$ cat src/rtl/i2c_config_seq.sv
// Power-up configuration sequencer: walks a ROM table of 24-bit I2C words,
// sends each through i2c_send with NACK retry and hang timeout, and reports
// busy/done/error status to the system.
module i2c_config_seq #(
    parameter int unsigned NUM_WORDS  = 11,
    parameter int unsigned ADDR_W     = 4,
    parameter int unsigned PWR_DELAY  = 50000,
    parameter int unsigned MAX_RETRY  = 3,
    parameter int unsigned TIMEOUT    = 8191,
    parameter int unsigned AUTO_START = 1
) (
    input  logic              clk,
    input  logic              rst,
    input  logic              go,
    output logic [ADDR_W-1:0] rom_addr,
    input  logic [23:0]       rom_data,
    output logic              i2c_start,
    output logic [23:0]       i2c_data,
    input  logic              i2c_done,
    input  logic              i2c_ack,
    output logic              cfg_busy,
    output logic              cfg_done,
    output logic              cfg_err,
    output logic [ADDR_W-1:0] err_index
);

    localparam int unsigned PWR_LAST = (PWR_DELAY > 0) ? PWR_DELAY - 1 : 0;
    localparam int unsigned PWR_W    = (PWR_DELAY > 1) ? $clog2(PWR_DELAY) : 1;
    localparam int unsigned TO_LAST  = (TIMEOUT > 0) ? TIMEOUT - 1 : 0;
    localparam int unsigned TO_W     = ($clog2(TIMEOUT) > 2) ? $clog2(TIMEOUT) : 2;
    localparam int unsigned RTY_W    = (MAX_RETRY > 0) ? $clog2(MAX_RETRY + 1) : 1;
    localparam logic [ADDR_W-1:0] LAST_ADDR = ADDR_W'(NUM_WORDS - 1);
    // i2c_send must drop done within this many cycles of accepting start
    localparam logic [TO_W-1:0]   BUSY_LAST = TO_W'(3);

    typedef enum logic [3:0] {
        IDLE, PWR_WAIT, FETCH, LOAD, START,
        WAIT_BUSY, WAIT_DONE, CHECK, FINISH, FAIL
    } state_t;

    state_t            state, state_nxt;
    logic [PWR_W-1:0]  pwr_cnt, pwr_cnt_nxt;
    logic [TO_W-1:0]   to_cnt, to_cnt_nxt;
    logic [RTY_W-1:0]  retry_cnt, retry_cnt_nxt;
    logic              ack_q, ack_q_nxt;
    logic              auto_pend;
    logic [ADDR_W-1:0] rom_addr_nxt, err_index_nxt;
    logic [23:0]       i2c_data_nxt;
    logic              i2c_start_nxt, cfg_busy_nxt, cfg_done_nxt, cfg_err_nxt;
    logic              run_req, last_word, retry_left;

    assign run_req    = go | auto_pend;
    assign last_word  = (rom_addr == LAST_ADDR);
    assign retry_left = (32'(retry_cnt) < MAX_RETRY);

    // State register
    always_ff @(posedge clk or negedge rst) begin
        if (!rst) state <= IDLE;
        else      state <= state_nxt;
    end

    // Next-state decode
    always_comb begin
        state_nxt = state;
        case (state)
            IDLE:      if (run_req) state_nxt = PWR_WAIT;
            PWR_WAIT:  if (32'(pwr_cnt) == PWR_LAST) state_nxt = FETCH;
            FETCH:     state_nxt = LOAD;
            LOAD:      state_nxt = START;
            START:     if (i2c_start) state_nxt = WAIT_BUSY;
            WAIT_BUSY: begin
                if (!i2c_done)                 state_nxt = WAIT_DONE;
                else if (to_cnt == BUSY_LAST)  state_nxt = FAIL;
            end
            WAIT_DONE: begin
                if (i2c_done)                     state_nxt = CHECK;
                else if (32'(to_cnt) == TO_LAST)  state_nxt = FAIL;
            end
            CHECK: begin
                if (ack_q)           state_nxt = last_word ? FINISH : FETCH;
                else if (retry_left) state_nxt = START;
                else                 state_nxt = FAIL;
            end
            FINISH:    state_nxt = IDLE;
            FAIL:      state_nxt = IDLE;
            default:   state_nxt = IDLE;
        endcase
    end

    // Output and datapath decode (next values of the registered outputs)
    always_comb begin
        rom_addr_nxt  = rom_addr;
        err_index_nxt = err_index;
        i2c_data_nxt  = i2c_data;
        i2c_start_nxt = 1'b0;
        cfg_busy_nxt  = cfg_busy;
        cfg_done_nxt  = cfg_done;
        cfg_err_nxt   = cfg_err;
        pwr_cnt_nxt   = '0;
        to_cnt_nxt    = '0;
        retry_cnt_nxt = retry_cnt;
        ack_q_nxt     = ack_q;
        case (state)
            IDLE: begin
                if (run_req) begin
                    cfg_done_nxt  = 1'b0;
                    cfg_err_nxt   = 1'b0;
                    err_index_nxt = '0;
                    rom_addr_nxt  = '0;
                    cfg_busy_nxt  = 1'b1;
                end
            end
            PWR_WAIT:  pwr_cnt_nxt = pwr_cnt + 1'b1;
            LOAD: begin
                i2c_data_nxt  = rom_data;
                retry_cnt_nxt = '0;
            end
            // one-cycle strobe, only once the sender is idle
            START:     i2c_start_nxt = i2c_done & ~i2c_start;
            WAIT_BUSY: if (i2c_done) to_cnt_nxt = to_cnt + 1'b1;
            WAIT_DONE: begin
                if (!i2c_done) to_cnt_nxt = to_cnt + 1'b1;
                else           ack_q_nxt  = i2c_ack;
            end
            CHECK: begin
                if (ack_q) begin
                    if (!last_word) rom_addr_nxt = rom_addr + 1'b1;
                end else if (retry_left) begin
                    retry_cnt_nxt = retry_cnt + 1'b1;
                end
            end
            FINISH: begin
                cfg_done_nxt = 1'b1;
                cfg_busy_nxt = 1'b0;
            end
            FAIL: begin
                cfg_err_nxt   = 1'b1;
                err_index_nxt = rom_addr;
                cfg_busy_nxt  = 1'b0;
            end
            default: ;
        endcase
    end

    // Output and datapath registers; auto_pend fakes a go right after reset
    always_ff @(posedge clk or negedge rst) begin
        if (!rst) begin
            rom_addr  <= '0;
            err_index <= '0;
            i2c_data  <= '0;
            i2c_start <= 1'b0;
            cfg_busy  <= 1'b0;
            cfg_done  <= 1'b0;
            cfg_err   <= 1'b0;
            pwr_cnt   <= '0;
            to_cnt    <= '0;
            retry_cnt <= '0;
            ack_q     <= 1'b0;
            auto_pend <= 1'(AUTO_START);
        end else begin
            rom_addr  <= rom_addr_nxt;
            err_index <= err_index_nxt;
            i2c_data  <= i2c_data_nxt;
            i2c_start <= i2c_start_nxt;
            cfg_busy  <= cfg_busy_nxt;
            cfg_done  <= cfg_done_nxt;
            cfg_err   <= cfg_err_nxt;
            pwr_cnt   <= pwr_cnt_nxt;
            to_cnt    <= to_cnt_nxt;
            retry_cnt <= retry_cnt_nxt;
            ack_q     <= ack_q_nxt;
            auto_pend <= 1'b0;
        end
    end

endmodule

$ cat config.mk
export PLATFORM = sky130hd
export DESIGN_NAME = i2c_config_seq
export DESIGN_NICKNAME = d
export VERILOG_FILES = /design/src/rtl/i2c_config_seq.sv
export SDC_FILE = /design/constraint.sdc
export NUM_CORES = 1
export LEC_CHECK = 0
export ABC_AREA = 0
export CORE_ASPECT_RATIO = 0.6
export CORE_MARGIN = 2
export CORE_UTILIZATION = 56
export CTS_CLUSTER_DIAMETER = 40
export CTS_CLUSTER_SIZE = 20
export DETAILED_ROUTE_END_ITERATION = 6
export GPL_ROUTABILITY_DRIVEN = 0
export PLACE_DENSITY = 0.85
export SLEW_MARGIN = 0
export SYNTH_ARGS = -nofsm -noshare
export SYNTH_HDL_FRONTEND = slang
export SYNTH_SLANG_ARGS = --single-unit
$ cat constraint.sdc
create_clock -name clk -period 5.6 [get_ports clk]
set_input_delay 1.12 -clock clk [delete_from_list [all_inputs] [get_ports clk]]
set_output_delay 1.12 -clock clk [all_outputs]
set_load 0.1 [all_outputs]
After elaboration in Yosys (flattened, before gate mapping)
Index checks and enable logic that the tools add are counted.
Word-level totals
  flip-flop bits (word level): 73
Cells by class
  add/subtract/negate cells: 4
  order comparisons: 1
  eq/ne operators: 22
  muxes and demuxes: 29
  bitwise operators: 3
  reduce and logical (&&, ||, !) cells: 14
Operators with widths (count)
  $mux 4: 13
  $pmux 4 s8: 1
  $mux 13: 2
  $pmux 13 s2: 1
  $add 16x1->16 const B: 1
  $eq 16x16->1 const B: 1
  $eq 4x3->1 const B: 4
  $mux 16: 1
  $pmux 4 s2: 2
  $ne 2x2->1 const B: 7
  $add 13x1->13 const B: 1
  $eq 13x13->1 const B: 1
  $eq 13x2->1 const B: 1
  $eq 4x4->1 const B: 3
  $reduce_bool 2->1: 5
  $eq 4x2->1 const B: 2
  $reduce_and 2->1: 4
  $ne 3x3->1 const B: 2
  $pmux 1 s2: 3
  $reduce_and 5->1: 1
  $add 4x1->4 const B: 1
  $eq 4x1->1 const B: 1
  $logic_not 4->1: 1
  $mux 2: 2
  other kinds (10): 12

Longest topological paths before layout
Gate-level depths: netlist (run 1).
  word-level depth: 4
  gate-level depth with buffers: 7

Worst setup path after synthesis (run 1)
OpenSTA, ideal clock, no wires.
  kind: input to register
  start point: input go
  end point: register state[2]
  setup time: 125 ps
  data arrival time: 2340 ps
  data required time: 5475 ps
  path slack: 3135 ps
  stages on the path: 5
  buffers on the path: 0
  path through: or3_1 > a2111oi_0 > a31oi_2 > nand2_2 > mux2_4
Between the ends
  word-level cells in the longest chain between the ends: 3
Ends and longest elaborated chain
  start, declared: RTL line 14  | input logic go,
  $or 1x1->1: RTL line 52  | assign run_req = go | auto_pend;
  $ne 2x2->1 (no line)
  $reduce_and 5->1 (no line)
  end signal, assigned: RTL line 59  | else state <= state_nxt;
  end, declared: RTL line 41  | state_t state, state_nxt;
Every way passes these cells.
A chain may end at the register's enable or synchronous reset.

Final worst setup path (run 1)
  start point: register rom_addr[0]
  end point: output rom_addr[0]
RTL lines
  start, declared: RTL line 15  | output logic [ADDR_W-1:0] rom_addr,
  start signal, assigned: RTL line 161  | rom_addr <= rom_addr_nxt;
No word-level cell between the ends.

==> flow_summary.ini, run 1 <==
[drt]
wl_per_cell_um = 16.08
drt_wl_total_um = 7379
avgViaCountPerCell = 5.560
ant_nets = 0
drc = 0
drt_first_pass_iters = 4
drtIter0Drc = 135
vias = 2552

[pwr]
power_leakage_nw = 1.803
powerDensity_mw_per_mm2 = 621.6
ir_drop_v = 0.0005048

[critical_path]
critical_path.max_fanout = 6
slowest_delay_ps = 1190
startpoint_type = flip-flop
cpLargestDelayFamily = buffers and inverters
crit_type = reg -> out
crit_cells = 1
cpMaxStageDelayCell = clkdlybuf4s50_1
reg2reg_from = state[2]
reg2reg_depth = 3
r2r-end = i2c_data[6]
cp.required_ps = 4480
critPathBufInv = 1
rrSetupSlack_ps = 3350
crit_chain = clkdlybuf4s50_1
worstSetupEndpointType = primary output
worstPathArrival_ps = 2000

[clock_tree]
cts-hold-fix-buffers = 0
cts_resized = 0
cts_sinks = 73
h-tree-depth = 3
clk_pin_slew_ps = 80
cts_root_buf = clkbuf_8
cts_setup_buffers = 0
cts_buffers = 9
cts_tree = done
cts_buffer_depth = 2
clock_latency_ps = 340

[sta]
hold_violations = 0
fin_skew_ps = 6.862
fmax_mhz = 320.4
fin_tns_setup_ps = 0
hold_ws_ps = 484.6
finalCritPeriodShare_pct = 55.73
slew_headroom_pct = 24.22
rsz0062_at_grt = no
worst_slew_pin_slew_ps = 1137
slew_violations = 0
period_needed_ps = 3121
setup_viol = 0

[yosys]
ys_seq_area_share_pct = 54.56
synthTopCellsByArea = dfrtp_1, mux2_2, nor2_1, xnor2_1, nand3_1
synth_cells = 309
ys_types = 43
synth_edf_count = 0
synth_area_leader_cell = dfrtp_1
ys_seq_elements = 73
synth_top_area_share_pct = 53.77
synthArstFlopShare_pct = 100.0
synth_area_sq_mm = 0.003351
synthesis.nets = 344
syn_area_per_cell_sq_um = 10.84
synth_flop_cell = dfrtp_1
yosys_warnings = 0

[placed_design]
place_hpwl_um = 5362
io_buffer_count = 64

[layout]
layout.nets = 409
n_antenna_cell = 0
final_common_cell = dfrtp_1
fillers = 402
drive_gt1_share_pct = 11.35
synthToLayoutAreaGrowth_pct = 27.60
most-common-layout-cells = dfrtp_1, clkdlybuf4s50_1, nor2_1

[die]
start_util_pct = 59.04
ioPinCount = 65
fp.dieW_um = 103.9
fp.dieArea_sq_mm = 0.006638
core_sq_mm = 0.005675
die_h_um = 63.92
placementRows = 21

[min_path]
hold_end = i2c_data[12]
holdPathStages = 1
min-delay-start = i2c_data[12]
hp-class = reg -> reg

[global_routing]
grt_usage_pct = 24.57
grt_max_degree = 38
overflow = 0
grt_pass1_vias = 2586
antenna_found_initial = 0
grt_pass1_wl_um = 12680

[run_status]
status = finished clean

[run]
drv_cap = 0
cells by family after synthesis:
logic type / count (synthesis) / synth area share [%]
AO/OA/AOI/OAI: 23 / 4.407
AND/OR/NAND/NOR: 135 / 20.24
flip-flops: 73 / 54.56
multiplexers: 29 / 9.783
adder cells (fa/ha/maj): 6 / 2.240
buffers and inverters: 16 / 1.867
other: 1 / 0.1119
XOR/XNOR: 26 / 6.796
power by group:
part           internal [mW]  switching, mW  total [mW]
clock                  0.254          0.204       0.459
combinational          0.372           1.04        1.42
sequential             0.664          0.118       0.782
Yosys cell counts, drive strengths merged (3+ instances only):
master and instances:
a21oi 6, and3 5, clkbuf 9, dfrtp 72, ha 6, inv 4, mux2 27, nand2 24
nand2b 4, nand3 21, nand3b 3, nand4 7, nor2 46, nor2b 4, nor3 7, nor4 4
o21ai 10, xnor2 14, xor2 12
flip-flops by register name, summed over array words and instances (netlist names):
| name | cells |
|---|---|
| cfg_busy | 1 |
| state | 4 |
| rom_addr | 4 |
| auto_pend | 1 |
| pwr_cnt | 16 |
| cfg_err | 1 |
| retry_cnt | 2 |
| to_cnt | 13 |
| ack_q | 1 |
| err_index | 4 |
| cfg_done | 1 |
| i2c_data | 24 |
| i2c_start | 1 |
worst max path at each step:
stage | end | startpoint
floorplan | state[2] | go
global placement | state[3] | i2c_done
detailed placement | state[3] | i2c_done
CTS | rom_addr[0] | rom_addr[0]
global route | rom_addr[0] | rom_addr[0]
finish | rom_addr[0] | rom_addr[0]
metrics by stage:
step	std cells	power (mW)	worst slack, ps	instance area, sq um	utilization (%)
floorplan	309	1.870	3135	3351	-
CTS	459	2.675	2456	4275	75.33
detailed placement	443	2.210	2552	4050	71.36
finish	459	2.658	2479	4275	75.33
global route	459	2.764	2418	4275	75.33
global placement	443	2.175	2640	4050	71.36
final cells by class:
type,instances,area [sq um],share of cell area [%]
Inverter,5,18.77,0.4390
Clock buffer,9,123.9,2.897
Multi-Input combinational cell,220,1460,34.15
Sequential cell,73,1828,42.76
Tap cell,80,100.1,2.341
Clock inverter,7,101.3,2.370
Timing Repair Buffer,65,643.1,15.04
metal layers:
metal  vias to the layer above  global-route usage, %  wire, um
li1                       1205                      -         -
met1                      1249                  32.24      3240
met2                        91                  40.54      3631
met3                         7                  8.265       469
met4                         0                  4.899        37
met5                         -                      0         0
No activity file was read; power rests on OpenSTA's default activity.
==> run 2, diff against run 1 <==
- CORE_UTILIZATION: 56 -> 52
- PLACE_DENSITY: 0.85 -> 0.8
- clock period: 5.6 -> 3.1 ns (I/O delays scaled with it)
==> run 2 against run 1 <==
Clock power grew 97%. Utilization shrank 6.6 points. Non-clock buffer count grew 2. Highest routed layer unchanged. Design area shrank 0.94%. Sequential power grew 82%. Combinational power grew 76%. Largest power group unchanged. Wire length shrank 2.7%. Total power grew 82%.
==> flow_summary.ini, run 2 (synthesis results as in run 1) <==
[global_routing]
overflow = 0
grt_usage_pct = 22.00
met2_usage_pct = 31.76
grt_max_degree = 45
grt_pass1_vias = 2458
antenna_found_initial = 0
grt_use_met1_pct = 31.27
gr-max-usage-layer = met2
grt_pass1_wl_um = 11790
use_met3_pct = 7.192

[pwr]
swShare_pct = 51.26
ir_drop_v = 0.0009399
p_int_mw = 2.351
powerDensity_mw_per_mm2 = 1139
switchingPower_mw = 2.473
seq_power_share_pct = 29.4
power.share.clock_pct = 18.7
combinationalPowerShare_pct = 51.9
power_leakage_nw = 1.873

[clock_tree]
cts_buffers = 9
h-tree-depth = 3
cts_buffer_depth = 2
cts_tree = done
clock_latency_ps = 350
cts-hold-fix-buffers = 0
cts_resized = 0
cts_setup_buffers = 0
cts_root_buf = clkbuf_8
clk_pin_slew_ps = 80
cts_sinks = 73

[critical_path]
reg2reg_depth = 5
cp.required_ps = 3340
slowest_delay_ps = 510
reg2reg_from = state[2]
startpoint_type = input pin
crit_chain = clkdlybuf4s50_1 > or3_1 > a2111oi_0 > a31oi_2 > nand2_2 > mux2_4
critical_path.max_fanout = 2
cpMaxStageDelayCell = a2111oi_0
worstPathArrival_ps = 2340
crit_type = in -> reg
critPathLaunch = go
worstSetupEndpointType = flip-flop

[placed_design]
io_buffer_count = 64
placed_area_sq_mm = 0.003993
place_hpwl_um = 5192

[drt]
vias = 2475
drc = 0
drtIter0Drc = 137
wl_per_cell_um = 15.44
ant_nets = 0
drt_first_pass_iters = 4
drt_wl_total_um = 7179
avgViaCountPerCell = 5.323

[sta]
slew_violations = 0
fin_tns_setup_ps = 0
hold_violations = 0
fin_skew_ps = 14.04
period_needed_ps = 2097
slew_headroom_pct = 55.01
worst_slew_pin_slew_ps = 674.9
setup_viol = 0
fmax_mhz = 476.8
rsz0062_at_grt = no
finalCritPeriodShare_pct = 67.65

[run_status]
status = finished clean

[layout]
drive_gt1_share_pct = 21.00
fillers = 519
final_common_cell = dfrtp_1
largest_reg_flops = 24
layout.nets = 411
most-common-layout-cells = dfrtp_1, nor2_1, buf_4
synthToLayoutAreaGrowth_pct = 26.40
top_regs = i2c_data (24), pwr_cnt (16), to_cnt (13)
n_antenna_cell = 0
top_register = i2c_data
design_area_sq_mm = 0.004235

[die]
die_h_um = 66.18
ioPinCount = 65
core_sq_mm = 0.006166
start_util_pct = 54.34
placementRows = 22
fp.dieArea_sq_mm = 0.007123
fp.dieW_um = 107.6

[run]
drv_cap = 0

[min_path]
hp-class = in -> async
run 2: metal layers:
metal / wire, um / up-vias / share of wire, %
met3: 496 / 12 / 6.9
met1: 3461 / 1177 / 48
met5: 0 / - / 0
li1: - / 1205 / -
met2: 3136 / 81 / 44
met4: 85 / 0 / 1.2
run 2: worst paths after layout:
path	endpoint	slack, ps
setup / recovery	state[2]	1000
hold / removal	i2c_data[4]	300
setup reg to reg	state[2]	1020
hold reg to reg	to_cnt[0]	490
max in group asynchronous	pwr_cnt[10]	2140
min in group clk	to_cnt[0]	490
run 2: critical path: cells and delay by family:
kind	cells	cell delay (ps)
buf+inv	1	420
mux	1	290
simple gates	2	400
compound gates	2	600
run 2: area by class of cell:
| cell class | count | area, sq um | share of cell area, % |
|---|---|---|---|
| Multi-Input combinational cell | 220 | 1460 | 34.48 |
| Inverter | 5 | 18.77 | 0.4431 |
| Timing Repair Buffer | 67 | 580.6 | 13.71 |
| Clock buffer | 10 | 127.6 | 3.013 |
| Tap cell | 84 | 105.1 | 2.482 |
| Sequential cell | 73 | 1828 | 43.16 |
| Clock inverter | 6 | 115.1 | 2.718 |
run 2: metrics by stage:
stage	setup slack [ps]	power, mW	cells	utilization (%)	hold WS [ps]
after floorplan	1029	3.378	309	-	324.4
after detailed placement	654.4	3.941	449	64.75	474.3
after global placement	686.5	3.892	449	64.75	462.7
after global routing	919.2	5.023	465	68.69	343.3
after CTS	1026	4.853	465	68.69	309.9
final	1003	4.824	465	68.69	295.3
run 2: power by group through the flow:
stage          Clock (mW)  Combinational, mW  Sequential [mW]
2_1_floorplan           0              0.607             2.77
3_3_place_gp            0               2.48             1.41
3_5_place_dp            0               2.51             1.44
4_1_cts             0.916               2.52             1.42
5_1_grt             0.958               2.62             1.45
6_report            0.902               2.50             1.42
==> run 3, diff against run 2 <==
- CORE_UTILIZATION: 52 -> 47
- PLACE_DENSITY: 0.8 -> 0.76
- clock period: 3.1 -> 1.85 ns (I/O delays scaled with it)
==> run 3 against run 2 <==
The flow now finishes with violations (design-rule violations). Critical path depth down 1. Via count up 4.4%. Global-route usage about the same. First-iteration DRC count down 22%. Total power up 95%. Clock power up 81%. Clock skew down 8.1 ps. Setup slack worse by 950 ps. Highest routed layer unchanged. Utilization up 3.6 points. Non-clock buffer count up 15.
==> flow_summary.ini, run 3 (synthesis results as in run 1) <==
[run_status]
status = finished, violations left
violations = design-rule violations

[layout]
fillers = 456
synthToLayoutAreaGrowth_pct = 46.56
final_util_pct = 72.31
design_area_sq_mm = 0.004911
n_antenna_cell = 0
multi_input_area_sq_mm = 0.001509
most-common-layout-cells = dfrtp_1, nor2_1, buf_12
seq_area_sq_mm = 0.001834
drive_gt1_share_pct = 26.77
largest_reg_flops = 24
top_regs = i2c_data (24), pwr_cnt (16), to_cnt (13)
layout.nets = 426
final_common_cell = dfrtp_1
top_register = i2c_data

[pwr]
combinationalPowerShare_pct = 55.4
swShare_pct = 47.44
switchingPower_mw = 4.456
p_int_mw = 4.938
ir_drop_v = 0.001358
seq_power_share_pct = 27.3
power_leakage_nw = 2.110
powerDensity_mw_per_mm2 = 1913
power.share.clock_pct = 17.3

[sta]
rsz0062_at_grt = yes
setup_viol = 0
slew_headroom_pct = 65.89
worst_slew_pin_slew_ps = 510.5
finalCritPeriodShare_pct = 97.32
fin_skew_ps = 5.937
hold_violations = 0
slew_violations = 0
period_needed_ps = 1800
finalWorstSetupSlack_ps = 49.51
fmax_mhz = 555.4

[global_routing]
antenna_found_initial = 0
overflow = 0
grt_pass1_wl_um = 13370
grt_usage_pct = 21.95
grt_max_degree = 74
grt_pass1_vias = 2657

[die]
core_sq_mm = 0.006792
start_util_pct = 49.34
fp.dieArea_sq_mm = 0.007843
fp.dieW_um = 113.0
die_h_um = 69.40
placementRows = 23
ioPinCount = 65

[clock_tree]
cts_tree = done
cts_buffers = 9
cts_root_buf = clkbuf_16
h-tree-depth = 3
clk_pin_slew_ps = 50
cts_sinks = 73
cts_buffer_depth = 2
cts_setup_buffers = 0
clock_latency_ps = 340

[critical_path]
cp.required_ps = 2070
worstSetupEndpointType = flip-flop
worstPathArrival_ps = 2020
startpoint_type = flip-flop
cpMaxStageDelayCell = or4_4
critical_path.max_fanout = 4
crit_chain = nand4_1 > or4_4 > a31oi_4 > nand2_2 > mux2_4
crit_type = reg -> reg
slowest_delay_ps = 540

[placed_design]
pre_cts_ws_ps = -422.5
io_buffer_count = 64
place_hpwl_um = 5734
placed_area_sq_mm = 0.004576

[drt]
avgViaCountPerCell = 5.350
wl_per_cell_um = 16.51
vias = 2584
drt_wl_total_um = 7975
drc = 3
drtIter0Drc = 107
drt_first_pass_iters = 6
ant_nets = 0

[run]
drv_cap = 0

[min_path]
hp-class = in -> async
## run 3: changes by cell type in the layout (fill, tap and decap cells not counted), moves of 2 or more
cell        before  now
buf_12           1   38
clkbuf_8         9    2
clkbuf_16        0    9
buf_4           38   16
bufinv_16        3    0
dfrtp_2          0    5
dfrtp_1         72   67
clkinvlp_4       1    3
## run 3: metal layers
metal	part of all wire, %	track usage, %	up-vias
li1	-	-	1227
met1	48	30.13	1272
met2	45	32.73	67
met3	4.6	6.206	18
met4	2.3	9.485	0
met5	0	0	-
## run 3: final cells by class
class                           count  area share (%)
Multi-Input combinational cell    220           30.73
Inverter                            5          0.3822
Clock inverter                      4          0.5605
Timing Repair Buffer               82           23.54
Sequential cell                    73           37.35
Tap cell                           87           2.217
Clock buffer                       12           5.223
## run 3: critical path, delay by kind of cell (launching register included)
family           cells  cell delay [ps]
multiplexers         1              300
AND/OR/NAND/NOR      3              780
AO/OA/AOI/OAI        1              170
flip-flops           1              430
## run 3: stage by stage
stage | hold WS [ps] | power (mW) | cells | TNS, ps
after floorplan | 74.41 | 5.664 | 309 | 0
after global placement | 426.3 | 7.620 | 467 | -474.4
after detailed placement | 428.6 | 7.734 | 467 | -764.9
after CTS | 77.86 | 9.401 | 483 | 0
after global routing | 101.0 | 9.758 | 483 | -37.29
final | 42.19 | 9.394 | 483 | 0
## run 3: path summary, 6_finish.rpt
check,start,end,slack [ps],cells past startpoint
hold / removal,rst,to_cnt[4],40,2
setup reg to reg,to_cnt[8],state[2],50,5
max in group asynchronous,rst,auto_pend,1450,2
hold reg to reg,to_cnt[0],to_cnt[0],480,1
min in group clk,to_cnt[0],to_cnt[0],480,1
setup / recovery,to_cnt[8],state[2],50,5
## run 3: power groups by stage
stage                     registers (mW)  clock network (mW)  logic [mW]
after floorplan                     4.65                   0        1.02
after global placement              2.52                   0        5.10
after detailed placement            2.56                   0        5.17
after CTS                           2.54                1.66        5.20
after global routing                2.63                1.72        5.41
final                               2.56                1.63        5.21
## run 3: what timing repair did
item	4_1_cts	5_1_grt
hold buffers	0	0
gates resized for setup	3	8
pin swaps	1	0
setup endpoints to repair	1	5
